<file path="src/rtl/uart_tx_fifo.sv">
// Buffered 8N1 UART transmitter: valid/ready byte intake into a small FIFO,
// serialised LSB-first with back-to-back frames while the FIFO holds data.
module uart_tx_fifo #(
  parameter int unsigned DELAY_FRAMES = 260,
  parameter int unsigned FIFO_DEPTH   = 8
) (
  input  logic                         clk,
  input  logic                         reset,
  input  logic [7:0]                   tx_data,
  input  logic                         tx_valid,
  output logic                         tx_ready,
  output logic                         uart_tx,
  output logic                         busy,
  output logic [$clog2(FIFO_DEPTH):0]  fifo_count
);

  localparam int unsigned PTR_W = $clog2(FIFO_DEPTH);
  localparam int unsigned CNT_W = PTR_W + 1;
  localparam int unsigned BIT_W = (DELAY_FRAMES > 1) ? $clog2(DELAY_FRAMES) : 1;

  localparam logic [1:0] S_IDLE  = 2'd0;
  localparam logic [1:0] S_START = 2'd1;
  localparam logic [1:0] S_DATA  = 2'd2;
  localparam logic [1:0] S_STOP  = 2'd3;

  logic [7:0]       r_mem [FIFO_DEPTH];
  logic [PTR_W-1:0] r_wr_ptr;
  logic [PTR_W-1:0] r_rd_ptr;
  logic [CNT_W-1:0] r_count;
  logic [1:0]       r_state;
  logic [BIT_W-1:0] r_bit_cnt;
  logic [2:0]       r_bit_idx;
  logic [7:0]       r_shreg;
  logic             r_tx;
  logic             r_busy;

  logic             w_push;
  logic             w_pop;
  logic             w_ready;
  logic             w_last;
  logic [1:0]       w_state_nx;
  logic [BIT_W-1:0] w_bit_cnt_nx;
  logic [2:0]       w_bit_idx_nx;
  logic [7:0]       w_shreg_nx;
  logic             w_tx_nx;
  logic [CNT_W-1:0] w_count_nx;
  logic             w_busy_nx;

  assign w_ready    = (r_count != CNT_W'(FIFO_DEPTH));
  assign w_push     = tx_valid && w_ready;
  assign w_last     = (r_bit_cnt == BIT_W'(DELAY_FRAMES - 1));
  assign tx_ready   = w_ready;
  assign uart_tx    = r_tx;
  assign busy       = r_busy;
  assign fifo_count = r_count;

  // Storage is not reset; only pointers and count define validity.
  always_ff @(posedge clk) begin
    if (w_push) r_mem[r_wr_ptr] <= tx_data;
  end

  // Next-state, serialiser and pop decision.
  always_comb begin
    w_state_nx   = r_state;
    w_bit_cnt_nx = r_bit_cnt;
    w_bit_idx_nx = r_bit_idx;
    w_shreg_nx   = r_shreg;
    w_tx_nx      = r_tx;
    w_pop        = 1'b0;
    case (r_state)
      S_IDLE: begin
        w_tx_nx = 1'b1;
        if (r_count != '0) begin
          w_pop        = 1'b1;
          w_shreg_nx   = r_mem[r_rd_ptr];
          w_bit_cnt_nx = '0;
          w_tx_nx      = 1'b0;
          w_state_nx   = S_START;
        end
      end
      S_START: begin
        if (w_last) begin
          w_bit_cnt_nx = '0;
          w_bit_idx_nx = 3'd0;
          w_tx_nx      = r_shreg[0];
          w_state_nx   = S_DATA;
        end else begin
          w_bit_cnt_nx = r_bit_cnt + BIT_W'(1);
        end
      end
      S_DATA: begin
        if (w_last) begin
          w_bit_cnt_nx = '0;
          if (r_bit_idx == 3'd7) begin
            w_tx_nx    = 1'b1;
            w_state_nx = S_STOP;
          end else begin
            w_bit_idx_nx = r_bit_idx + 3'd1;
            w_tx_nx      = r_shreg[r_bit_idx + 3'd1];
          end
        end else begin
          w_bit_cnt_nx = r_bit_cnt + BIT_W'(1);
        end
      end
      S_STOP: begin
        if (w_last) begin
          w_bit_cnt_nx = '0;
          if (r_count != '0) begin
            w_pop      = 1'b1;
            w_shreg_nx = r_mem[r_rd_ptr];
            w_tx_nx    = 1'b0;
            w_state_nx = S_START;
          end else begin
            w_tx_nx    = 1'b1;
            w_state_nx = S_IDLE;
          end
        end else begin
          w_bit_cnt_nx = r_bit_cnt + BIT_W'(1);
        end
      end
      default: begin
        w_tx_nx      = 1'b1;
        w_bit_cnt_nx = '0;
        w_bit_idx_nx = 3'd0;
        w_state_nx   = S_IDLE;
      end
    endcase

    case ({w_push, w_pop})
      2'b10:   w_count_nx = r_count + CNT_W'(1);
      2'b01:   w_count_nx = r_count - CNT_W'(1);
      default: w_count_nx = r_count;
    endcase
    w_busy_nx = (w_state_nx != S_IDLE) || (w_count_nx != '0);
  end

  always_ff @(posedge clk or posedge reset) begin
    if (reset) begin
      r_wr_ptr  <= '0;
      r_rd_ptr  <= '0;
      r_count   <= '0;
      r_state   <= S_IDLE;
      r_bit_cnt <= '0;
      r_bit_idx <= 3'd0;
      r_shreg   <= 8'h00;
      r_tx      <= 1'b1;
      r_busy    <= 1'b0;
    end else begin
      if (w_push) r_wr_ptr <= r_wr_ptr + PTR_W'(1);
      if (w_pop)  r_rd_ptr <= r_rd_ptr + PTR_W'(1);
      r_count   <= w_count_nx;
      r_state   <= w_state_nx;
      r_bit_cnt <= w_bit_cnt_nx;
      r_bit_idx <= w_bit_idx_nx;
      r_shreg   <= w_shreg_nx;
      r_tx      <= w_tx_nx;
      r_busy    <= w_busy_nx;
    end
  end

endmodule

</file>
<file path="config.mk">
export PLATFORM = sky130hd
export DESIGN_NAME = uart_tx_fifo
export DESIGN_NICKNAME = d
export VERILOG_FILES = /design/src/rtl/uart_tx_fifo.sv
export SDC_FILE = /design/constraint.sdc
export NUM_CORES = 1
export LEC_CHECK = 0
export CORE_AREA = 2 2 89 91
export CTS_CLUSTER_SIZE = 20
export DETAILED_ROUTE_END_ITERATION = 8
export DIE_AREA = 0 0 91 93
export GPL_TIMING_DRIVEN = 0
export PLACE_DENSITY = 0.82
export RECOVER_POWER = 25
export SLEW_MARGIN = 25
export SYNTH_ARGS = -nofsm -noshare
export SYNTH_HDL_FRONTEND = slang
export SYNTH_SLANG_ARGS = --single-unit
</file>
<file path="constraint.sdc">
create_clock -name clk -period 8.19 [get_ports clk]
set_clock_uncertainty 0.1 [all_clocks]
set_input_delay 2.457 -clock clk [delete_from_list [all_inputs] [get_ports clk]]
set_output_delay 2.457 -clock clk [all_outputs]
set_load 0.01 [all_outputs]
</file>
======== Word-level counts from Yosys, hierarchy flattened ========
Memories as Yosys holds them, arrays and structs flattened.
Cells that the tools add are included.
storage, ports and cells
  register bits ........................... 34
  memory bits (writable) .................. 64
  bits of input ports ..................... 11
  output and inout bits ................... 7
  logic and storage cells ................. 73
  memories kept ........................... 1
memory list
  memory  depth  width  read ports  clocked after memory_dff  wr ports  line  RTL
  r_mem   8      8      1           0                         1         26    logic [7:0] r_mem [FIFO_DEPTH];
operators by class
  add/subtract/negate cells ............... 6
  order comparisons ....................... 1
  equal/unequal tests ..................... 13
  muxes and demuxes ....................... 31
  reduce and logical (&&, ||, !) cells .... 12
operators by type and width
  kind                                                                    number
  9-bit two-way mux                                                       2
  9-bit case mux with 2 select lines                                      1
  8-bit two-way mux                                                       2
  8-bit case mux with 2 select lines                                      1
  1-bit two-way mux                                                       11
  2-bit two-way mux                                                       5
  2-bit != test (second input constant)                                   5
  3-bit by 1-bit adder with 3-bit output (second input constant)          3
  9-bit by 1-bit adder with 9-bit output (second input constant)          1
  9-bit equality test (second input constant)                             1
  3-bit two-way mux                                                       3
  2-bit case mux with 4 select lines                                      1
  4-bit case mux with 2 select lines                                      1
  4-bit nonzero test                                                      2
  2-bit equality test (second input constant)                             3
  3-bit case mux with 2 select lines                                      1
  2-bit nonzero test                                                      3
  4-bit by 1-bit adder with 4-bit output (second input constant)          1
  2-bit by 1-bit equality test with 1-bit output (second input constant)  2
  3-bit by 4-bit < comparator with 1-bit output (second input constant)   1
  4-bit != test (second input constant)                                   1
  1-bit case mux with 4 select lines                                      1
  4-bit AND reduction                                                     1
  4-bit by 1-bit subtractor with 4-bit output (second input constant)     1
  other kinds (9)                                                         9

======== Longest topological paths before layout ========
Gate-level depths: netlist (run 1).
  word-level depth ........................ 8
  gate-level depth with buffers ........... 12
  depth with buffers taken out ............ 12

======== Least setup slack after synthesis (run 1) ========
Ideal clock, no wire load.
  path kind ............................... input to register
  from .................................... in tx_valid
  to ...................................... reg r_busy, in the netlist busy
  library setup time ...................... 0.139 ns
  data arrival time ....................... 4.146 ns
  slack ................................... 3.806 ns
  cell stages on the path ................. 8
  buffers on the path ..................... 0
  path through ............................ o31ai_1 and2_1 nand2_1 xnor2_1 ha_1 mux2_2 or3_1 or4_1
between the ends
  longest elaborated chain between the ends .. 5
  elaborated cells on any way between the ends .. 6
  those cells by class .................... eq/ne (2); mux (1); reduce/logical (3)
RTL lines
  element                                                                                       line  RTL
  start: declaration                                                                            10    input logic tx_valid,
  1-bit logical AND *                                                                           50    assign w_push = tx_valid && w_ready;
  2-bit by 1-bit equality test with 1-bit output / 2-bit equality test (equally long branches)  129   case ({w_push, w_pop})
  4-bit case mux with 2 select lines *                                                          129
  via w_count_nx[1]                                                                             46    logic [CNT_W-1:0] w_count_nx;
  4-bit nonzero test *                                                                          134   w_busy_nx = (w_state_nx != S_IDLE) || (w_count_nx != '0);
  1-bit logical OR *                                                                            134
  via w_busy_nx                                                                                 47    logic w_busy_nx;
  end signal: assignment                                                                        157   r_busy <= w_busy_nx;
  end: declaration                                                                              35    logic r_busy;
Mark *: on every way through the listed nets, which the timed path passes. The rest lies on a longest branch.
A chain may end at the register's enable or synchronous reset.

======== Final worst setup path (run 1) ========
Ends and elaborated chain as after synthesis.

==> results of run 1 <==
layout make-up:
class | count | area (um2)
Buffer | 10 | 37.5
Clock buffer | 9 | 124
Clock inverter | 7 | 68.8
Fill cell | 585 | 2690
Inverter | 6 | 22.5
Multi-Input combinational cell | 187 | 1510
Sequential cell | 98 | 2770
Tap cell | 102 | 128
Timing Repair Buffer | 17 | 170
worst max-delay path by stage:
| stage | cells after the start | startpoint | endpoint | slack [ps] |
|---|---|---|---|---|
| floorplan | 8 | tx_valid | busy$_DFF_PP0_ | 3810 |
| global placement | 4 | tx_valid | r_mem[0][1]$_DFFE_PP_ | 3040 |
| detailed placement | 9 | tx_valid | busy$_DFF_PP0_ | 3100 |
| CTS | 9 | tx_valid | busy$_DFF_PP0_ | 3500 |
| global route | 9 | tx_valid | busy$_DFF_PP0_ | 3370 |
| finish | 9 | tx_valid | busy$_DFF_PP0_ | 3500 |
routing by layer:
metal	track usage	up-vias	routed length (um)
li1	-	1210	-
met1	0.249	1239	3210
met2	0.352	46	3930
met3	0.0459	10	340
met4	0.0631	0	115
met5	0	-	0
synth_stat cells (all sizes together) (2+ instances only):
cell type and instances:
buf 4, and3 3, ha 12, nand2 32, inv 6, o21ai 24, xnor2 5, nor2b 2
or4 3, mux4 18, a22o 2, a21oi 5, o31ai 4, o31a 2, o211a 2, and2 2
nor3 4, edfxtp 64, dfrtp 33, nand2b 6, nand3 8, nor2 17, clkbuf 6, mux2 5
nor4 2, xor2 3, mux2i 9, or2 2
cell families after synthesis:
| family | count (synthesis) |
|---|---|
| AOI/OAI and AO/OA | 49 |
| xor gates and xnor gates | 8 |
| adders and majority gates | 12 |
| buffers and inverters | 16 |
| DFF | 98 |
| muxes | 32 |
| and+or+nand+nor | 86 |
through the flow:
step                cells  instance area (um2)  total power, mW  hold WS [ps]  worst slack [ps]
floorplan             301                 4350            0.754           345              3810
global placement      420                 4640            0.820           364              3040
detailed placement    420                 4650            0.833           375              3100
CTS                   436                 4850             1.13           397              3500
global route          436                 4840             1.18           428              3370
finish                436                 4840             1.12           396              3500
state kept, by name, summed over array words and instances (netlist names):
register and flops:
busy 1, fifo_count 4, r_bit_cnt 9, r_bit_idx 3
r_mem 64, r_rd_ptr 3, r_shreg 8, r_state 2
r_wr_ptr 3, uart_tx 1
critical path: stages:
cell             delay [ps]
clkdlybuf4s50_1         580
o31ai_1                 120
and2_1                  190
nand2_1                  70
xnor2_1                 120
ha_1                    250
mux2_2                  280
or3_1                   360
or4_1                   390
power by group through the flow:
stage	Sequential (mW)	Combinational [mW]	Clock [mW]
finish	0.632	0.187	0.302
global route	0.641	0.208	0.329
CTS	0.632	0.191	0.309
detailed placement	0.643	0.190	0
global placement	0.637	0.183	0
floorplan	0.635	0.118	0
==> impl_metrics.csv, run 1 <==
group,metric,value,unit
drt,drt_drc_violations_left,0,
min_path,hold_path.class,"reg -> reg",
finish,final_nets,352,
logic_synthesis,synthAdderAreaFrac,0.0345,
pwr,p_comb_frac,0.167,
sta,finalSetupViolCount,0,
clocking,cts_tree,"done",
finish,final_util,0.642,
min_path,min_to,"r_shreg[6]$_DFFE_PP0P_",
global_routing,overflow,0,
logic_synthesis,synth_top_area_cell,"edfxtp_1",
clocking,cts.sink_count,98,
floorplanning,rows,32,
pwr,p_sw_frac,0.288,
sta,hold_violations,0,
logic_synthesis,synth_compound_area_frac,0.0725,
pwr,power.net_switching,323,uW
floorplanning,die-area,8460,um2
job,drv_cap,0,
clocking,clk_pin_slew,100,ps
logic_synthesis,yosys.area.top_type_share,0.442,
clocking,cts_buffers,9,
min_path,holdPathStages,2,
floorplanning,die_w,91,um
finish,final_cell_mix,"edfxtp_1, dfrtp_1, nand2_1, o21ai_0, mux4_2",
setup_path,startpoint_type,"input port",
min_path,min-delay-start,"r_shreg[6]$_DFFE_PP0P_",
logic_synthesis,synth_nets,324,
floorplanning,ioPinCount,18,
logic_synthesis,synth_seq_cells,98,
drt,wire_per_inst,17.4,um
sta,setup_tns,0,ps
pwr,pwr-share-seq,0.564,
drt,vias,2505,
clocking,hold_buffers,0,
pwr,irDropWorstVdd,0.151,mV
logic_synthesis,synth_top_family_by_area,"multiplexers",
logic_synthesis,synth_warnings,0,
logic_synthesis,yosys.area_share.simple,0.0961,
logic_synthesis,synthMuxAreaShare,0.127,
logic_synthesis,ys.flop_type,"edfxtp_1",
setup_path,r2r_setup_slack,4420,ps
setup_path,critical_path_class,"in -> reg",
floorplanning,start_util,0.577,
logic_synthesis,async_flop_share,0.347,
global_routing,antenna_found_initial,0,
clocking,clock_path_buffers,2,
clocking,clkLatencyLatePin,360,ps
logic_synthesis,netlist_instances,301,
sta,fmax,0.213,GHz
setup_path,endpoint_kind,"register",
place,dp_hpwl,5.22,mm
sta,tightestPinTransition,914,ps
floorplanning,core_area,7530,um2
logic_synthesis,synth.avg_cell_area,14.4,um2
pwr,internal_power,798,uW
drt,antenna_left,0,
global_routing,grt_max_degree,35,
sta,maxSlewViolCount,0,
drt,post_drt_via_cell_ratio,5.75,
sta,period_share,0.573,
clocking,cts-resized-gates,0,
drt,first_iter_violations,90,
global_routing,first_global_vias,2594,
logic_synthesis,ys_seq_area_frac,0.638,
setup_path,r2r-start,"r_bit_cnt[4]$_DFFE_PP0P_",
logic_synthesis,synth_area,4350,um2
logic_synthesis,synthTopCellsByArea,"edfxtp_1, dfrtp_1, mux4_2",
logic_synthesis,synthDistinctLibCells,47,
sta,rsz0062_at_grt,"no",
clocking,post_cts_buffers,0,
setup_path,worstPathRequired,8330,ps
setup_path,r2r_cells,8,
sta,period_needed,4690,ps
global_routing,grt_pass1_wl,12.8,mm
clocking,cts_htree_levels,3,
logic_synthesis,synth_edf_count,64,
place,gp_congestion,0.802,
setup_path,cp_max_fo,6,
pwr,p_leak,1.73,nW
pwr,pwr-share-clk,0.269,
sta,relSlewSlack,0.388,
pwr,cellPowerDensity,232,nW/um2
place,port_buffers,17,
finish,final_common_cell,"edfxtp_1",
drt,firstDrtPassIters,4,
setup_path,rr_endpoint,"busy$_DFF_PP0_",
run_status,outcome,"finished clean",
finish,syn2layout_area_growth,11.3,%
floorplanning,dieHeight,93,um
drt,postRouteWirelength,7.59,mm
clocking,cts_root_buf,"clkbuf_8",
logic_synthesis,synth-xor-area-share,0.0161,
global_routing,track_usage,0.200,
finish,num_antenna_cells,0,
setup_path,cp.arrival,4830,ps
finish,drive_gt1_frac,0.135,
Power figures use the tool's default switching activity.
==> run 2: changes to the inputs <==
Settings changed: CORE_AREA 2 2 89 91 to 2 2 93 95, DIE_AREA 0 0 91 93 to 0 0 95 97, PLACE_DENSITY 0.82 to 0.79.
Clock period 8.19 ns to 3.85 ns, I/O delays scaled along.
==> run 2 against run 1 <==
  * Design area rose by 0.78%
  * Flip-flop and latch count did not move
  * Sequential share of layout area fell by 0.44 points
  * Worst hold slack barely moved
  * Worst setup slack got worse by 3100 ps
  * Total power rose by 120%
  * Utilization fell by 4.3 points
  * Die area rose by 8.9%
  * Via count rose by 2.4%
  * Register-to-register slack got worse by 4100 ps
  * Critical path type is now reg -> reg
  * Critical endpoint unchanged
  * Highest routed layer unchanged
==> impl_metrics.csv, run 2 (synthesized netlist as in run 1, its figures left out) <==
group,metric,value,unit
clocking,cts_tree,"done",
setup_path,r2r_setup_slack,360,ps
sta,maxSlewViolCount,0,
drt,dr_wl_met3,298,um
sta,period_needed,3490,ps
floorplanning,dieHeight,97,um
pwr,p_leak,1.75,nW
setup_path,worstPathRequired,3990,ps
setup_path,crit_chain,"or4_4 -> nor2_1 -> a21oi_1 -> nor3_2 -> ha_1 -> mux2_2 -> or3_1 -> or4_1",
clocking,cts_root_buf,"clkbuf_8",
min_path,min_to,"r_shreg[6]$_DFFE_PP0P_",
finish,syn2layout_area_growth,12.1,%
setup_path,setup.worst_path.start,"r_bit_cnt[4]$_DFFE_PP0P_",
min_path,hold_path.class,"reg -> reg",
finish,largest_register,"r_mem",
floorplanning,die-area,9220,um2
setup_path,slowest_stage,"or4_4",
clocking,clkLatencyLatePin,360,ps
global_routing,track_usage,0.192,
finish,num_antenna_cells,0,
pwr,power.net_switching,718,uW
finish,reg_top3,"r_mem: 64 flops, r_bit_cnt: 9 flops, r_shreg: 8 flops",
place,gp_congestion,0.825,
pwr,p_comb_frac,0.166,
pwr,pwr-share-seq,0.555,
finish,final_util,0.599,
sta,period_share,0.907,
drt,wl_met1,3.47,mm
place,place_ws,18.4,ps
clocking,cts_htree_levels,3,
setup_path,rr_endpoint,"busy$_DFF_PP0_",
clocking,clk_pin_slew,110,ps
setup_path,cp_slowest_stage_delay,580,ps
sta,tightestPinTransition,919,ps
run_status,outcome,"finished clean",
drt,antenna_left,0,
sta,hold_violations,0,
clocking,cts_buffers,9,
setup_path,r2r_cells,8,
pwr,internal_power,1.71,mW
drt,wire_per_inst,18.2,um
place,port_buffers,17,
drt,drt_drc_violations_left,0,
min_path,min-delay-start,"r_shreg[6]$_DFFE_PP0P_",
pwr,pwr-share-clk,0.279,
finish,final_cell_mix,"edfxtp_1, dfrtp_1, nand2_1, o21ai_0, mux4_2",
sta,relSlewSlack,0.387,
sta,rsz0062_at_grt,"no",
clocking,clock_path_buffers,2,
drt,highest_layer,"met4",
setup_path,critical_path_class,"reg -> reg",
job,drv_cap,0,
pwr,irDropWorstVdd,0.339,mV
drt,firstDrtPassIters,4,
place,dp_hpwl,5.29,mm
pwr,p_sw_frac,0.296,
pwr,p_total,2.43,mW
sta,fin_ws,359,ps
global_routing,overflow,0,
floorplanning,ioPinCount,18,
global_routing,first_global_vias,2652,
setup_path,startpoint_type,"register",
floorplanning,core_area,8130,um2
setup_path,endpoint_kind,"register",
drt,post_drt_via_cell_ratio,5.85,
clocking,cts.sink_count,98,
floorplanning,start_util,0.534,
sta,fmax,0.286,GHz
drt,vias,2566,
floorplanning,rows,33,
setup_path,r2r-start,"r_bit_cnt[4]$_DFFE_PP0P_",
sta,finalSetupViolCount,0,
setup_path,cp.arrival,3630,ps
finish,final_nets,352,
global_routing,grt_pass1_wl,13.3,mm
drt,dr_wl_met2,4.11,mm
finish,drive_gt1_frac,0.144,
finish,largest_reg_flops,64,
min_path,holdPathStages,2,
drt,postRouteWirelength,8.00,mm
finish,final_common_cell,"edfxtp_1",
drt,first_iter_violations,174,
pwr,cellPowerDensity,498,nW/um2
setup_path,cp_max_fo,6,
global_routing,antenna_found_initial,0,
floorplanning,die_w,95,um
global_routing,grt_max_degree,35,
run 2: changes by cell type in the layout (fill, tap and decap cells not counted), moves of 2 or more:
cell / delta
clkinv_8: +2
clkinv_4: -3
clkdlybuf4s50_1: -4
dlygate4sd3_1: +4
clkbuf_1: -2
run 2: what timing repair did:
action / CTS / global route
hold buffers: 0 / 0
gates resized for setup: 0 / 1
buffers inserted: 0 / 0
endpoints found under the setup margin: 0 / 1
run 2: per-layer routing:
layer	track usage	vias to the layer above
met1	0.253	1296
met5	0	-
met3	0.0413	10
met4	0.0524	0
li1	-	1208
met2	0.320	52
run 2: critical path: cells and delay by family (launching register included):
family                     cells  cell delay, ps
DFF                            1             440
AOI/OAI and AO/OA              1             130
adders and majority gates      1             380
and+or+nand+nor                5            1990
muxes                          1             320
run 2: per-stage QoR:
stage | std cells | instance area (um2) | hold slack [ps] | setup TNS [ps]
after floorplan | 301 | 4350 | 345 | 0
after global placement | 423 | 4650 | 360 | -142
after detailed placement | 423 | 4660 | 373 | 0
final | 439 | 4870 | 396 | 0
after global routing | 439 | 4870 | 422 | 0
after CTS | 439 | 4870 | 398 | 0
run 2: worst max path at each step:
stage                       endpoint  slack, ps
6_report              busy$_DFF_PP0_        360
5_1_grt               busy$_DFF_PP0_        200
4_1_cts               busy$_DFF_PP0_        140
3_5_place_dp          busy$_DFF_PP0_         20
3_3_place_gp   r_mem[0][3]$_DFFE_PP_        -20
2_1_floorplan         busy$_DFF_PP0_        620
run 2: final cells by class:
class | count | area, um2
fill | 605 | 3260
sequential | 98 | 2770
multi-input combinational | 187 | 1520
timing repair buffer | 17 | 170
tap | 105 | 131
clock buffer | 9 | 124
clock inverter | 7 | 86.3
buffer | 10 | 45.0
inverter | 6 | 22.5
run 2: power by group through the flow:
| stage | logic [mW] | clock network (mW) | registers [mW] |
|---|---|---|---|
| global route | 0.441 | 0.745 | 1.36 |
| detailed placement | 0.407 | 0 | 1.37 |
| finish | 0.402 | 0.677 | 1.35 |
| floorplan | 0.251 | 0 | 1.35 |
| global placement | 0.391 | 0 | 1.36 |
| CTS | 0.409 | 0.688 | 1.35 |
